**config.mk**
```make
export PLATFORM = sky130hd
export DESIGN_NAME = gemm_result_writer
export DESIGN_NICKNAME = d
export VERILOG_FILES = /design/src/rtl/gemm_result_writer_pkg.sv /design/src/rtl/gemm_result_writer_fifo.sv /design/src/rtl/gemm_result_writer.sv
export SDC_FILE = /design/constraint.sdc
export NUM_CORES = 1
export LEC_CHECK = 0
export BUFFER_PORTS_ARGS = -buffer_cell sky130_fd_sc_hd__buf_2
export CORE_ASPECT_RATIO = 0.7
export CORE_MARGIN = 2
export CORE_UTILIZATION = 50
export DETAILED_ROUTE_END_ITERATION = 10
export PLACE_DENSITY = 0.68
export SYNTH_ARGS = -nofsm -noshare
export SYNTH_HDL_FRONTEND = slang
export SYNTH_SLANG_ARGS = --single-unit
```
**constraint.sdc**
```tcl
create_clock -name clk -period 16.8 [get_ports clk]
set_clock_uncertainty 0.1 [all_clocks]
set_input_delay 2.52 -clock clk [delete_from_list [all_inputs] [get_ports clk]]
set_output_delay 2.52 -clock clk [all_outputs]
set_load 0.05 [all_outputs]
```
**src/rtl/gemm_result_writer_pkg.sv**
```systemverilog
// Shared widths, state encoding and helpers for the GEMM result writer.
// The packer works on whole bytes, so element width and lanes per word are fixed here.
package gemm_result_writer_pkg;

    localparam int DATA_WIDTH      = 8;
    localparam int MAX_VECTOR_SIZE = 8;
    localparam int SRAM_WIDTH_O    = DATA_WIDTH * MAX_VECTOR_SIZE;
    localparam int MAX_ADDR_WIDTH  = 18;
    localparam int DEF_CNT_WIDTH   = 20;
    localparam int DEF_FIFO_DEPTH  = 4;
    localparam int LANE_CNT_WIDTH  = $clog2(MAX_VECTOR_SIZE) + 1;
    localparam int FILL_WIDTH      = $clog2(MAX_VECTOR_SIZE);

    typedef enum logic [1:0] {
        ST_IDLE  = 2'd0,
        ST_RUN   = 2'd1,
        ST_FLUSH = 2'd2,
        ST_DONE  = 2'd3
    } state_t;

    // Byte enables for a partial word holding 'fill' elements in the low lanes.
    function automatic logic [MAX_VECTOR_SIZE-1:0] low_strobe(input logic [FILL_WIDTH-1:0] fill);
        logic [MAX_VECTOR_SIZE-1:0] s;
        s = '0;
        for (int i = 0; i < MAX_VECTOR_SIZE; i++) begin
            if (i < int'(fill)) s[i] = 1'b1;
        end
        return s;
    endfunction

endpackage

```
**src/rtl/gemm_result_writer_fifo.sv**
```systemverilog
// Small synchronous FIFO with first-word-fall-through head; push on a full FIFO
// succeeds when a pop happens in the same cycle.
module gemm_result_writer_fifo #(
    parameter int WIDTH = 8,
    parameter int DEPTH = 4
) (
    input  logic                     clk,
    input  logic                     rst,
    input  logic                     clr,
    input  logic                     push,
    input  logic [WIDTH-1:0]         push_data,
    input  logic                     pop,
    output logic [WIDTH-1:0]         head_data,
    output logic                     full,
    output logic                     empty,
    output logic [$clog2(DEPTH):0]   count
);

    localparam int PTR_W = $clog2(DEPTH);
    localparam int CNT_W = PTR_W + 1;

    logic [WIDTH-1:0] mem [DEPTH];
    logic [PTR_W:0]   wr_ptr_reg;
    logic [PTR_W:0]   rd_ptr_reg;
    logic             do_push;
    logic             do_pop;

    assign count   = wr_ptr_reg - rd_ptr_reg;
    assign empty   = (count == '0);
    assign full    = (count == CNT_W'(DEPTH));
    assign do_pop  = pop && !empty;
    assign do_push = push && (!full || do_pop);

    always_ff @(posedge clk) begin
        if (do_push) mem[wr_ptr_reg[PTR_W-1:0]] <= push_data;
    end

    assign head_data = mem[rd_ptr_reg[PTR_W-1:0]];

    always_ff @(posedge clk or negedge rst) begin
        if (!rst) begin
            wr_ptr_reg <= '0;
            rd_ptr_reg <= '0;
        end else if (clr) begin
            wr_ptr_reg <= '0;
            rd_ptr_reg <= '0;
        end else begin
            if (do_push) wr_ptr_reg <= wr_ptr_reg + 1'b1;
            if (do_pop)  rd_ptr_reg <= rd_ptr_reg + 1'b1;
        end
    end

endmodule

```
**src/rtl/gemm_result_writer.sv**
```systemverilog
// Packs requantized int8 result beats into 64-bit SRAM words, buffers them and
// writes them out from a programmable base address, pulsing done at job end.
module gemm_result_writer
    import gemm_result_writer_pkg::*;
#(
    parameter int ADDR_WIDTH = MAX_ADDR_WIDTH,
    parameter int CNT_WIDTH  = DEF_CNT_WIDTH,
    parameter int FIFO_DEPTH = DEF_FIFO_DEPTH
) (
    input  logic                        clk,
    input  logic                        rst,
    input  logic                        init,
    input  logic                        start,
    input  logic [ADDR_WIDTH-1:0]       base_addr,
    input  logic [CNT_WIDTH-1:0]        total_elems,
    input  logic                        in_valid,
    input  logic [SRAM_WIDTH_O-1:0]     in_data,
    input  logic [LANE_CNT_WIDTH-1:0]   in_lanes,
    output logic                        sram_we,
    input  logic                        sram_ready,
    output logic [ADDR_WIDTH-1:0]       sram_addr,
    output logic [SRAM_WIDTH_O-1:0]     sram_wdata,
    output logic [MAX_VECTOR_SIZE-1:0]  sram_wstrb,
    output logic                        busy,
    output logic                        done,
    output logic                        overflow
);

    localparam int ENTRY_W    = SRAM_WIDTH_O + MAX_VECTOR_SIZE + ADDR_WIDTH;
    localparam int FIFO_CNT_W = $clog2(FIFO_DEPTH) + 1;
    localparam int REL_W      = LANE_CNT_WIDTH + 1;

    state_t                    state_reg, state_next;
    logic [CNT_WIDTH-1:0]      total_reg;
    logic [CNT_WIDTH-1:0]      elem_cnt_reg;
    logic [SRAM_WIDTH_O-1:0]   word_reg;
    logic [FILL_WIDTH-1:0]     fill_reg;
    logic [ADDR_WIDTH-1:0]     push_addr_reg;
    logic                      overflow_reg;

    logic [CNT_WIDTH-1:0]      remaining;
    logic [LANE_CNT_WIDTH-1:0] lanes_capped;
    logic [LANE_CNT_WIDTH-1:0] beat_n;
    logic [LANE_CNT_WIDTH-1:0] fill_sum;
    logic                      beat_fire;
    logic                      beat_full;
    logic                      beat_last;
    logic [2*SRAM_WIDTH_O-1:0] ext_word;

    logic                      fifo_push;
    logic [ENTRY_W-1:0]        fifo_push_data;
    logic                      fifo_pop;
    logic [ENTRY_W-1:0]        fifo_head;
    logic                      fifo_full;
    logic                      fifo_empty;
    logic [FIFO_CNT_W-1:0]     fifo_count;
    logic                      fifo_space;
    logic                      overflow_set;

    logic [SRAM_WIDTH_O-1:0]   head_wdata;
    logic [MAX_VECTOR_SIZE-1:0] head_wstrb;
    logic [ADDR_WIDTH-1:0]     head_addr;

    assign remaining    = total_reg - elem_cnt_reg;
    assign lanes_capped = (in_lanes > LANE_CNT_WIDTH'(MAX_VECTOR_SIZE)) ?
                          LANE_CNT_WIDTH'(MAX_VECTOR_SIZE) : in_lanes;
    assign beat_n       = (remaining < CNT_WIDTH'(lanes_capped)) ?
                          remaining[LANE_CNT_WIDTH-1:0] : lanes_capped;
    assign fill_sum     = LANE_CNT_WIDTH'(fill_reg) + beat_n;
    assign beat_fire    = (state_reg == ST_RUN) && in_valid && (beat_n != '0);
    assign beat_full    = (fill_sum >= LANE_CNT_WIDTH'(MAX_VECTOR_SIZE));
    assign beat_last    = (remaining == CNT_WIDTH'(beat_n));

    // Two-word window: partial word in bytes 0..fill-1, new lanes right after it.
    // The upper half carries the leftover that starts the next partial word.
    genvar gi;
    generate
        for (gi = 0; gi < 2*MAX_VECTOR_SIZE; gi++) begin : g_ext
            logic [REL_W-1:0] rel;
            logic             in_window;
            assign rel       = REL_W'(gi) - REL_W'(fill_reg);
            assign in_window = (rel < REL_W'(beat_n));
            if (gi < MAX_VECTOR_SIZE) begin : g_lo
                assign ext_word[DATA_WIDTH*gi +: DATA_WIDTH] =
                    (int'(fill_reg) > gi) ? word_reg[DATA_WIDTH*gi +: DATA_WIDTH] :
                    in_window ? in_data[DATA_WIDTH*rel[FILL_WIDTH-1:0] +: DATA_WIDTH] : '0;
            end else begin : g_hi
                assign ext_word[DATA_WIDTH*gi +: DATA_WIDTH] =
                    in_window ? in_data[DATA_WIDTH*rel[FILL_WIDTH-1:0] +: DATA_WIDTH] : '0;
            end
        end
    endgenerate

    assign fifo_pop   = !fifo_empty && sram_ready;
    assign fifo_space = !fifo_full || fifo_pop;

    always_comb begin
        state_next     = state_reg;
        fifo_push      = 1'b0;
        fifo_push_data = {ext_word[SRAM_WIDTH_O-1:0], {MAX_VECTOR_SIZE{1'b1}}, push_addr_reg};
        overflow_set   = 1'b0;
        case (state_reg)
            ST_IDLE: begin
                if (start) state_next = (total_elems == '0) ? ST_DONE : ST_RUN;
            end
            ST_RUN: begin
                if (beat_fire) begin
                    if (beat_full) begin
                        fifo_push    = fifo_space;
                        overflow_set = !fifo_space;
                    end
                    if (beat_last) state_next = ST_FLUSH;
                end
            end
            ST_FLUSH: begin
                // Partial word waits for space here instead of being dropped.
                if (fill_reg != '0) begin
                    fifo_push_data = {word_reg, low_strobe(fill_reg), push_addr_reg};
                    fifo_push      = fifo_space;
                end else if (fifo_empty || (fifo_count == FIFO_CNT_W'(1) && fifo_pop)) begin
                    state_next = ST_DONE;
                end
            end
            ST_DONE: begin
                state_next = ST_IDLE;
            end
            default: state_next = ST_IDLE;
        endcase
    end

    always_ff @(posedge clk or negedge rst) begin
        if (!rst) begin
            state_reg     <= ST_IDLE;
            total_reg     <= '0;
            elem_cnt_reg  <= '0;
            word_reg      <= '0;
            fill_reg      <= '0;
            push_addr_reg <= '0;
            overflow_reg  <= 1'b0;
        end else if (init) begin
            state_reg     <= ST_IDLE;
            total_reg     <= '0;
            elem_cnt_reg  <= '0;
            word_reg      <= '0;
            fill_reg      <= '0;
            push_addr_reg <= '0;
            overflow_reg  <= 1'b0;
        end else begin
            state_reg    <= state_next;
            overflow_reg <= overflow_reg | overflow_set;
            if (fifo_push) push_addr_reg <= push_addr_reg + 1'b1;
            case (state_reg)
                ST_IDLE: begin
                    if (start) begin
                        total_reg     <= total_elems;
                        elem_cnt_reg  <= '0;
                        word_reg      <= '0;
                        fill_reg      <= '0;
                        push_addr_reg <= base_addr;
                    end
                end
                ST_RUN: begin
                    if (beat_fire) begin
                        elem_cnt_reg <= elem_cnt_reg + CNT_WIDTH'(beat_n);
                        word_reg     <= beat_full ? ext_word[2*SRAM_WIDTH_O-1:SRAM_WIDTH_O]
                                                  : ext_word[SRAM_WIDTH_O-1:0];
                        fill_reg     <= fill_sum[FILL_WIDTH-1:0];
                    end
                end
                ST_FLUSH: begin
                    if (fifo_push) begin
                        word_reg <= '0;
                        fill_reg <= '0;
                    end
                end
                default: ;
            endcase
        end
    end

    gemm_result_writer_fifo #(
        .WIDTH (ENTRY_W),
        .DEPTH (FIFO_DEPTH)
    ) u_fifo (
        .clk       (clk),
        .rst       (rst),
        .clr       (init),
        .push      (fifo_push),
        .push_data (fifo_push_data),
        .pop       (fifo_pop),
        .head_data (fifo_head),
        .full      (fifo_full),
        .empty     (fifo_empty),
        .count     (fifo_count)
    );

    assign {head_wdata, head_wstrb, head_addr} = fifo_head;

    assign sram_we    = !fifo_empty;
    assign sram_addr  = fifo_empty ? '0 : head_addr;
    assign sram_wdata = fifo_empty ? '0 : head_wdata;
    assign sram_wstrb = fifo_empty ? '0 : head_wstrb;
    assign busy       = (state_reg != ST_IDLE);
    assign done       = (state_reg == ST_DONE);
    assign overflow   = overflow_reg;

endmodule

```
==> out/results.tsv <==
metric	value	unit
buffer_type_at_the_clock_tree_root	sky130_fd_sc_hd__clkbuf_16	
grt_usage	0.249	
synth_simple_gate_area_frac	0.101	
synth_compound_area_frac	0.0961	
drv.max_cap_violation_count	0	
critical_path.startpoint_type	primary input	
ant_nets	0	
first_pass_iters	5	
first_global_vias	16500	
synthMuxAreaShare	0.162	
grt_max_degree	95	
rsz0062_at_grt	no	
syn2layout_area_growth	12.5	%
routed-via-count	17100	
yosys-top-cells-count	sky130_fd_sc_hd__edfxtp_1, sky130_fd_sc_hd__nand2_1, sky130_fd_sc_hd__mux4_2	
leakage	0.0105	uW
worst_ir_drop_on_vdd	120	uV
power-per-cell-area	151	nW/um^2
cts-resized-gates	0	
gr-total-overflow	0	
setup_slack	8.24	ns
post-synth-top-area-fraction	0.423	
final.period_utilization	0.510	
largest_family_of_logic_cells_by_synthesized_area	multiplexers	
type_of_the_worst_min_delay_path	flip-flop to flip-flop	
seq_area_frac_synth	0.556	
syn-cell-area	25300	sq um
syn-instance-count	1880	
initial_core_util	0.510	
fin_setup_tns	0	ns
cts_hold_repair.buffers	0	
worstPathRequired	16.89	ns
setup_viol	0	
pre_cts_slack	7.72	ns
diodes	0	
gp_congestion	0.875	
cts_buffers	47	
fraction_of_synthesized_cell_area_in_xor_and_xnor_cells	0.00901	
synthAdderAreaFrac	0.0433	
core_region_area	49600	sq um
post-synth-top-count-cell	sky130_fd_sc_hd__edfxtp_1	
die-area	52400	sq um
ys_types	77	
ys.warnings.count	0	
finish.net_count	2252	
run_status	completed	
die_height	192	microns
synthesis.area_per_instance	13.4	sq um
max_slew_margin	0.248	
layout_cells_sized_above_1	0.231	
number_of_pins_with_negative_max_slew_slack_in_the_final_report	0	
layout_min_cycle_time	8.56	ns
worst_skew_pair.late_latency	0.58	ns
antenna_violations_before_repair	2	
post-dp-hpwl	44600	microns
htreeDepth	2	
timing_worst_setup_path_type	primary input to flip-flop	
post-route-drc-count	0	
clk_pin_slew_worst_paths	0.06	ns
postCtsSetupRepairBufs	0	
ioPinCount	206	
postSynthRegisterBits	490	
largest_register_ff_count	356	
initialDrtViolationCount	1822	
synth_fp_nets	2077	
grt_pass1_wl	98900	microns
ys_top_cells_by_area	sky130_fd_sc_hd__edfxtp_1, sky130_fd_sc_hd__mux4_2, sky130_fd_sc_hd__dfrtp_1, sky130_fd_sc_hd__ha_1, sky130_fd_sc_hd__nand2_1	
endpoint_kind	flip-flop	
synth_edf_count	356	
die_width	273	microns
max_freq	0.117	GHz
worstPathArrival	8.65	ns
vias_per_cell	6.19	
maximum_buffer_depth_of_the_clock_tree	3	
hold_violations	0	
wire_per_inst	23.7	microns
critical_path_peak_fanout	56	
cts_tree	done	
synth_flop_cell	sky130_fd_sc_hd__edfxtp_1	
worstMarginPinSlew	1.12	ns
io_buffer_count	205	
drt-total-wl	65300	microns
yosysTopAreaCell	sky130_fd_sc_hd__edfxtp_1	
rows	68	
asyncSetResetFlopFracSynth	0.273	
clkSinkCount	490	
-- layout by cell type (no fill, tap or decap), types with 10 or more instances in the layout --
master and n:
sky130_fd_sc_hd__ha_1 81, sky130_fd_sc_hd__o21ai_0 83, sky130_fd_sc_hd__o31ai_1 15, sky130_fd_sc_hd__nand3_1 21, sky130_fd_sc_hd__buf_2 203, sky130_fd_sc_hd__and2_1 93
sky130_fd_sc_hd__xnor2_1 17, sky130_fd_sc_hd__o22ai_1 11, sky130_fd_sc_hd__inv_1 114, sky130_fd_sc_hd__a311oi_1 10, sky130_fd_sc_hd__and3_1 15, sky130_fd_sc_hd__buf_4 20
sky130_fd_sc_hd__clkinv_1 15, sky130_fd_sc_hd__nor3_1 21, sky130_fd_sc_hd__a21oi_1 53, sky130_fd_sc_hd__o32ai_1 48, sky130_fd_sc_hd__a211oi_1 10, sky130_fd_sc_hd__a22o_1 16
sky130_fd_sc_hd__nor2_1 65, sky130_fd_sc_hd__nor4_1 17, sky130_fd_sc_hd__nand2_1 199, sky130_fd_sc_hd__clkbuf_16 49, sky130_fd_sc_hd__a21o_1 30, sky130_fd_sc_hd__dfrtp_1 130
sky130_fd_sc_hd__edfxtp_1 356, sky130_fd_sc_hd__mux2i_1 61, sky130_fd_sc_hd__mux4_2 153
-- worst max-delay path: stages --
cell,delay [ns]
sky130_fd_sc_hd__buf_2,0.14
sky130_fd_sc_hd__inv_1,0.15
sky130_fd_sc_hd__nand2_1,0.10
sky130_fd_sc_hd__ha_1,0.28
sky130_fd_sc_hd__a21o_1,0.16
sky130_fd_sc_hd__a21o_1,0.18
sky130_fd_sc_hd__a21oi_1,0.23
sky130_fd_sc_hd__o31a_1,0.18
sky130_fd_sc_hd__nand4_1,0.18
sky130_fd_sc_hd__nor3_1,0.53
sky130_fd_sc_hd__nor2_1,0.08
sky130_fd_sc_hd__a21o_1,0.24
sky130_fd_sc_hd__inv_1,0.19
sky130_fd_sc_hd__ha_1,0.29
sky130_fd_sc_hd__a21oi_1,0.14
sky130_fd_sc_hd__o21bai_1,0.14
sky130_fd_sc_hd__o311ai_0,0.17
sky130_fd_sc_hd__nand2_1,0.29
sky130_fd_sc_hd__nor2_8,0.35
sky130_fd_sc_hd__a31o_2,0.56
sky130_fd_sc_hd__and2_4,0.60
sky130_fd_sc_hd__buf_4,0.76
-- report_power, final --
group	switching (uW)	internal [uW]	leakage (uW)
Combinational	1260	522	0.00476
Clock	460	581	0.000731
Sequential	68.0	1400	0.00498
Total	1790	2500	0.0105
-- metal layers --
metal | up-vias | routed length [microns] | part of all wire | track usage
met5 | - | 16 | 0.00025 | 0
met4 | 2 | 1270 | 0.019 | 0.0585
met3 | 103 | 6160 | 0.094 | 0.0559
met2 | 785 | 28800 | 0.44 | 0.369
met1 | 8609 | 29000 | 0.44 | 0.377
li1 | 7571 | - | - | -
-- metrics by stage --
| step | util | hold WS, ns | area (sq um) | total power [uW] | std cells |
|---|---|---|---|---|---|
| global placement | 0.543 | 0.373 | 26900 | 3250 | 2671 |
| floorplan | - | 0.366 | 25300 | 2790 | 1880 |
| CTS | 0.573 | 0.396 | 28400 | 4310 | 2759 |
| finish | 0.573 | 0.395 | 28400 | 4290 | 2759 |
| detailed placement | 0.543 | 0.382 | 26900 | 3270 | 2671 |
| global route | 0.573 | 0.423 | 28400 | 4480 | 2759 |
-- area by class of cell --
| cell class | count | area, sq um |
|---|---|---|
| fillers | 3966 | 21200 |
| flip-flops and latches | 490 | 14100 |
| multi-input cells | 1175 | 10400 |
| clock buffers | 55 | 1250 |
| repair buffers | 224 | 1180 |
| well taps | 665 | 832 |
| inverters | 117 | 439 |
| clock inverters | 33 | 255 |
-- kinds of logic after synthesis --
| kind of cell | Yosys count |
|---|---|
| XOR/XNOR | 26 |
| AO/OA/AOI/OAI | 341 |
| buffers and inverters | 215 |
| AND/OR/NAND/NOR | 506 |
| flip-flops | 490 |
| adder cells (fa/ha/maj) | 85 |
| multiplexers | 217 |
-- path summary, 6_finish.rpt --
check	cells past startpoint	from	end	slack, ns
setup / recovery	22	in_lanes[3]	u_fifo.mem[2][12]	8.24
hold / removal	1	word_reg[60]	word_reg[60]	0.39
setup reg to reg	23	total_reg[0]	u_fifo.mem[2][12]	8.60
hold reg to reg	1	word_reg[60]	word_reg[60]	0.39
max in group asynchronous	2	rst	word_reg[48]	13.33
min in group asynchronous	1	rst	elem_cnt_reg[10]	1.87
Power figures use the tool's default switching activity.
